$ cat config.mk
export PLATFORM = sky130hd
export DESIGN_NAME = pipeline_hazard_ctrl
export DESIGN_NICKNAME = d
export VERILOG_FILES = /design/src/rtl/pipeline_hazard_ctrl.sv
export SDC_FILE = /design/constraint.sdc
export NUM_CORES = 1
export LEC_CHECK = 0
export ABC_AREA = 1
export CELL_PAD_IN_SITES_DETAIL_PLACEMENT = 1
export CELL_PAD_IN_SITES_GLOBAL_PLACEMENT = 2
export CORE_AREA = 2 2 85 87
export DETAILED_ROUTE_END_ITERATION = 8
export DIE_AREA = 0 0 87 89
export HOLD_SLACK_MARGIN = 0.15
export PLACE_DENSITY_LB_ADDON = 0.3
export SYNTH_ARGS = -nofsm -noshare
export SYNTH_HDL_FRONTEND = slang
export SYNTH_SLANG_ARGS = --single-unit
$ cat constraint.sdc
create_clock -name clk -period 2.19 [get_ports clk]
set_input_delay 0.438 -clock clk [delete_from_list [all_inputs] [get_ports clk]]
set_output_delay 0.438 -clock clk [all_outputs]
set_load 0.03 [all_outputs]
$ cat src/rtl/pipeline_hazard_ctrl.sv
// Pipeline sequencing controller: load-use stalls, branch flushes,
// multi-cycle ALU occupancy and a saturating stall counter.
module pipeline_hazard_ctrl #(
  parameter int          REG_W  = 5,
  parameter int          MC_LAT = 4,
  parameter logic [3:0]  MC_OP0 = 4'b1010,
  parameter logic [3:0]  MC_OP1 = 4'b1011
) (
  input  logic             clk,
  input  logic             rst_n,
  input  logic [REG_W-1:0] rs1_id,
  input  logic [REG_W-1:0] rs2_id,
  input  logic             use_rs1_id,
  input  logic             use_rs2_id,
  input  logic [REG_W-1:0] rd_ex,
  input  logic             memread_ex,
  input  logic [3:0]       ALUOp_ex,
  input  logic             branch_taken_ex,
  output logic             stall_if,
  output logic             stall_id,
  output logic             clrHDU,
  output logic             clrBU,
  output logic             alu_busy,
  output logic             mc_start,
  output logic             mc_done,
  output logic [15:0]      stall_cnt
);

  typedef enum logic {
    RUN,
    MC_BUSY
  } state_t;

  localparam logic [3:0] CNT_INIT = 4'(MC_LAT - 2);

  state_t      state_q, state_d;
  logic [3:0]  cnt_q, cnt_d;
  logic [15:0] stall_cnt_q, stall_cnt_d;
  logic        lu_haz;
  logic        is_mc;
  logic        hold;

  assign lu_haz = memread_ex && (rd_ex != '0) &&
                  ((use_rs1_id && (rs1_id == rd_ex)) ||
                   (use_rs2_id && (rs2_id == rd_ex)));

  assign is_mc = (ALUOp_ex == MC_OP0) || (ALUOp_ex == MC_OP1);

  always_comb begin
    state_d  = state_q;
    cnt_d    = cnt_q;
    hold     = 1'b0;
    clrBU    = 1'b0;
    alu_busy = 1'b0;
    mc_start = 1'b0;
    mc_done  = 1'b0;
    unique case (state_q)
      RUN: begin
        if (branch_taken_ex) begin
          clrBU = 1'b1;
        end else if (is_mc) begin
          hold     = 1'b1;
          mc_start = 1'b1;
          cnt_d    = CNT_INIT;
          state_d  = MC_BUSY;
        end else if (lu_haz) begin
          hold = 1'b1;
        end
      end
      MC_BUSY: begin
        hold     = 1'b1;
        alu_busy = 1'b1;
        if (cnt_q != 4'd0) begin
          cnt_d = cnt_q - 4'd1;
        end else begin
          mc_done = 1'b1;
          state_d = RUN;
        end
      end
      default: state_d = RUN;
    endcase
    // Reset masks every output, so an aborted op never reports done
    if (!rst_n) begin
      hold     = 1'b0;
      clrBU    = 1'b0;
      alu_busy = 1'b0;
      mc_start = 1'b0;
      mc_done  = 1'b0;
      state_d  = RUN;
      cnt_d    = '0;
    end
  end

  assign stall_if = hold;
  assign stall_id = hold;
  assign clrHDU   = hold;

  always_comb begin
    stall_cnt_d = stall_cnt_q;
    if (hold && (stall_cnt_q != 16'hFFFF)) begin
      stall_cnt_d = stall_cnt_q + 16'd1;
    end
  end

  assign stall_cnt = rst_n ? stall_cnt_q : 16'd0;

  always_ff @(posedge clk) begin
    if (!rst_n) begin
      state_q     <= RUN;
      cnt_q       <= '0;
      stall_cnt_q <= '0;
    end else begin
      state_q     <= state_d;
      cnt_q       <= cnt_d;
      stall_cnt_q <= stall_cnt_d;
    end
  end

endmodule

Yosys cells after proc, flatten, opt, wreduce, memory -nomap -nowiden
Index checks and enable logic that the tools add are counted. W data, S select, Z words.

Register bits: 21. Word-level logic and storage cells: 48. Bits of input ports: 25.

Reductions and logical operators: 10. Add/sub/neg operators: 2. Multiplexer cells: 24. Bitwise operators: 1. Equality and inequality tests: 8.

Operators by type and width (count): $mux W1 (17); $add A16 B1 Y16 const B (1); $mux W16 (1); $ne A16 B16 Y1 const B (1); $mux W4 (3); $eq A5 B5 Y1 (2); $eq A4 B4 Y1 const B (2); $pmux W4 S2 (1); $logic_and A1 B1 Y1 (5); $reduce_bool A5 Y1 (1); $ne A2 B2 Y1 const B (2); $pmux W1 S2 (2); $reduce_bool A4 Y1 (1); $sub A4 B1 Y4 const B (1); $reduce_and A3 Y1 (1); $logic_or A1 B1 Y1 (2); $ne A2 B1 Y1 const B (1); $not A1 Y1 (1).

Depth between registers and ports, before layout
Depth in word-level cells: 10. Mapped depth: 15. Depth with buffers taken out: 14.

Worst setup path before layout
No wires, ideal clock.

Path kind: input port to output port. From: input port rst_n. To: output port mc_done. Stages on the path: 3. Data arrival time: 1.644 ns. Slack: 0.108 ns. Cells stage by stage: clkbuf_1 nand2_1 nor4_1.

Word-level cells in the longest chain between the ends: 1.

RTL lines: from (decl) (line 10) `input logic rst_n,`; $mux W1 (line 83) `if (!rst_n) begin`; to (decl) (line 25) `output logic mc_done,`.

Every way passes these cells.

Worst setup path after layout
From: input port use_rs2_id. To: output port stall_id.

Word-level cells in the longest chain between the ends: 8.

RTL lines: from (decl) (line 14) `input logic use_rs2_id,`; $logic_and A1 B1 Y1 (line 45) `(use_rs2_id && (rs2_id == rd_ex)));`; $logic_or A1 B1 Y1 (line 44) `((use_rs1_id && (rs1_id == rd_ex)) ||`; $logic_and A1 B1 Y1 (line 43) `assign lu_haz = memread_ex && (rd_ex != '0) &&`; $mux W1 (line 66) `end else if (lu_haz) begin`; $mux W1 (line 61) `end else if (is_mc) begin`; $mux W1 (line 59) `if (branch_taken_ex) begin`; $pmux W1 S2 (line 57) `unique case (state_q)`; $mux W1 (line 83); to (decl) (line 20) `output logic stall_id,`.

Every way passes these cells.

==> results.cfg <==
[floorplan]
ios = 48
die_x_um = 87
start_util_pct = 23.8
dieArea_sq_um = 7740
num_rows = 30
core-area_sq_um = 6720
die_h_um = 89

[power_and_ir_drop]
leakagePower_nw = 1.24
p_total_uw = 794
swShare_pct = 27.2
clkPwrFrac_pct = 33.2
power_density_nw_per_um2 = 365
pwr-share-comb_pct = 17.6
ir_worst_vdd_mv = 0.197
seq_power_share_pct = 49.3
p_switching_uw = 216
p_int_uw = 578

[placement]
io_buffers = 46
dp_cells = 386
place.gp.congestion = 0.721
dpl_worst_slack_ps = -177
hpwl_um = 3520
post_dp_cell_area_sq_um = 2090

[cts]
cts.path.max_buffers = 2
h-tree-depth = 1
numCtsBuffers = 3
cts_tree = built
clkSlewWorstSetupHoldPaths_ps = 80
cts.sink_count = 21
clock_latency_ps = 270
cts_root_buf = clkbuf_8

[yosys]
synth_seq_cells = 21
yosys.area.top_type_share_pct = 26.3
syn_inst = 263
synth_edf_count = 0
syn_nets = 290
ys_seq_area_share_pct = 26.3
synth.distinct_cells = 30
synthFlopType = dfxtp_1
ys_async_sr_fraction_pct = 0
syn_area_sq_um = 1600
ys_warn_count = 0
syn_avg_cell_area_sq_um = 6.08
synth_area_leaders = dfxtp_1, nand2_1, inv_1, nand3_1, nor2_1
yosysTopAreaCell = dfxtp_1

[grt]
track_usage_pct = 12.3
antenna_found_initial = 0
grt_max_degree = 15
grt_pass1_vias = 1690
grt_pass1_wl_um = 7600
overflow = 0

[worst_setup_path]
required_ps = 1750
crit_arrival_ps = 1620
startpoint = use_rs2_id
start_kind = input pin
path_cells = clkdlybuf4s50_1 > nand2_1 > nor2_1 > nand3_1 > nand2_1 > nand2_1 > nand2_1 > nand2_2 > nand2_4 > buf_6
worst_path_max_delay_cell = clkdlybuf4s50_1
cp_slowest_stage_delay_ps = 450
crit_path_frequent_cell = nand2_1
crit_fanout = 4
path_class = input pin to output pin
cpLargestDelayFamily = buffers and inverters
path_buf_inv = 2
reg2reg_from = stall_cnt_q[0]
end_kind = output pin

[drt]
ant_nets = 0
wl_per_cell_um = 11.2
routed_wl_um = 4370
first_pass_iters = 3
vias = 1708
dr.first_iter.drc_count = 54
via_per_inst = 4.37
drc_errors = 0

[timing]
max_clock_freq_mhz = 485
finalSetupViolations = 0
rsz0062_at_grt = false
hold_violations = 0
min_period_ps = 2060
hold_slack_ps = 488
slew_headroom_pct = 81.9
fin_ws_ps = 130
fin_crit_sh_pct = 94.1
finClkSkew_ps = 13.1
drv_slew = 0
tightest_slew_ps = 271
finalSetupTns_ps = 0

[outcome]
status = complete, no violations

[final_layout]
drive_gt1_share_pct = 18.6
design_area_sq_um = 2180
fin_nets = 339
final_cell_count_no_fill = 391
syn2layout_area_growth_pct = 36.1
insertedDiodeCount = 0
finish.utilization_pct = 32.4

[worst_hold_path]
worstHoldPathType = flop to flop
min_from = cnt_q[0]

[job]
drv_cap = 0
[sequential cells by signal, summed over array words and instances, names as in the netlist]
name         count
state_q          1
cnt_q            4
stall_cnt_q     16
[layout by cell type (no fill, tap or decap), drive strengths merged, types with 7 or more instances in the layout]
master,count
dlymetal6s2s,8
buf,31
nand2,85
dlygate4sd2,8
a21oi,17
nor3,7
clkdlybuf4s50,7
inv,48
nor2,26
dfxtp,21
nand3,24
[power groups by stage]
stage	clock (mW)	combinational [mW]	sequential, mW
after floorplan	0	0.0736	0.399
after global placement	0	0.144	0.400
after detailed placement	0	0.145	0.400
after CTS	0.280	0.145	0.391
after global routing	0.292	0.158	0.392
final	0.263	0.140	0.391
[worst paths after layout]
check	slack, ps	depth (start not counted)	endpoint
worst max-delay path	130	10	stall_id
worst min-delay path	490	1	cnt_q[0]
worst min register to register	490	1	cnt_q[0]
worst max register to register	360	12	stall_cnt_q[11]
[cell families after synthesis]
logic type | count (synthesis) | synth area share (%)
AO/OA/AOI/OAI | 21 | 6.73
XOR/XNOR | 10 | 5.48
adder cells (fa/ha/maj) | 2 | 1.56
buffers and inverters | 58 | 15.4
flip-flops | 21 | 26.3
AND/OR/NAND/NOR | 151 | 44.5
[per-layer routing]
layer  track usage (%)  part of all wire [%]
met1              16.0                    49
met3              2.59                   3.3
met4              1.28                  0.37
met2              21.7                    47
met5                 0                     0
[cells in the mapped netlist, drive strengths merged, types with 2 or more instances]
library cell   n
a21oi         17
and3           2
buf            7
clkbuf         3
dfxtp         21
ha             2
inv           48
nand2         85
nand3         24
nand3b         2
nand4          3
nor2          26
nor3           7
o21ai          3
xnor2          5
xor2           5
[layout make-up]
class	count	area, sq um
fillers	870	4540
multi-input cells	184	945
repair buffers	54	484
flip-flops and latches	21	420
inverters	48	180
well taps	80	100
clock buffers	3	41.3
clock inverters	1	5.00
[what timing repair did]
item,CTS,global route
hold buffers,0,0
buffers inserted,1,0
endpoints found under the setup margin,3,12
gates resized for setup,15,9
pin swaps,5,4
No activity file was read; power rests on OpenSTA's default activity.
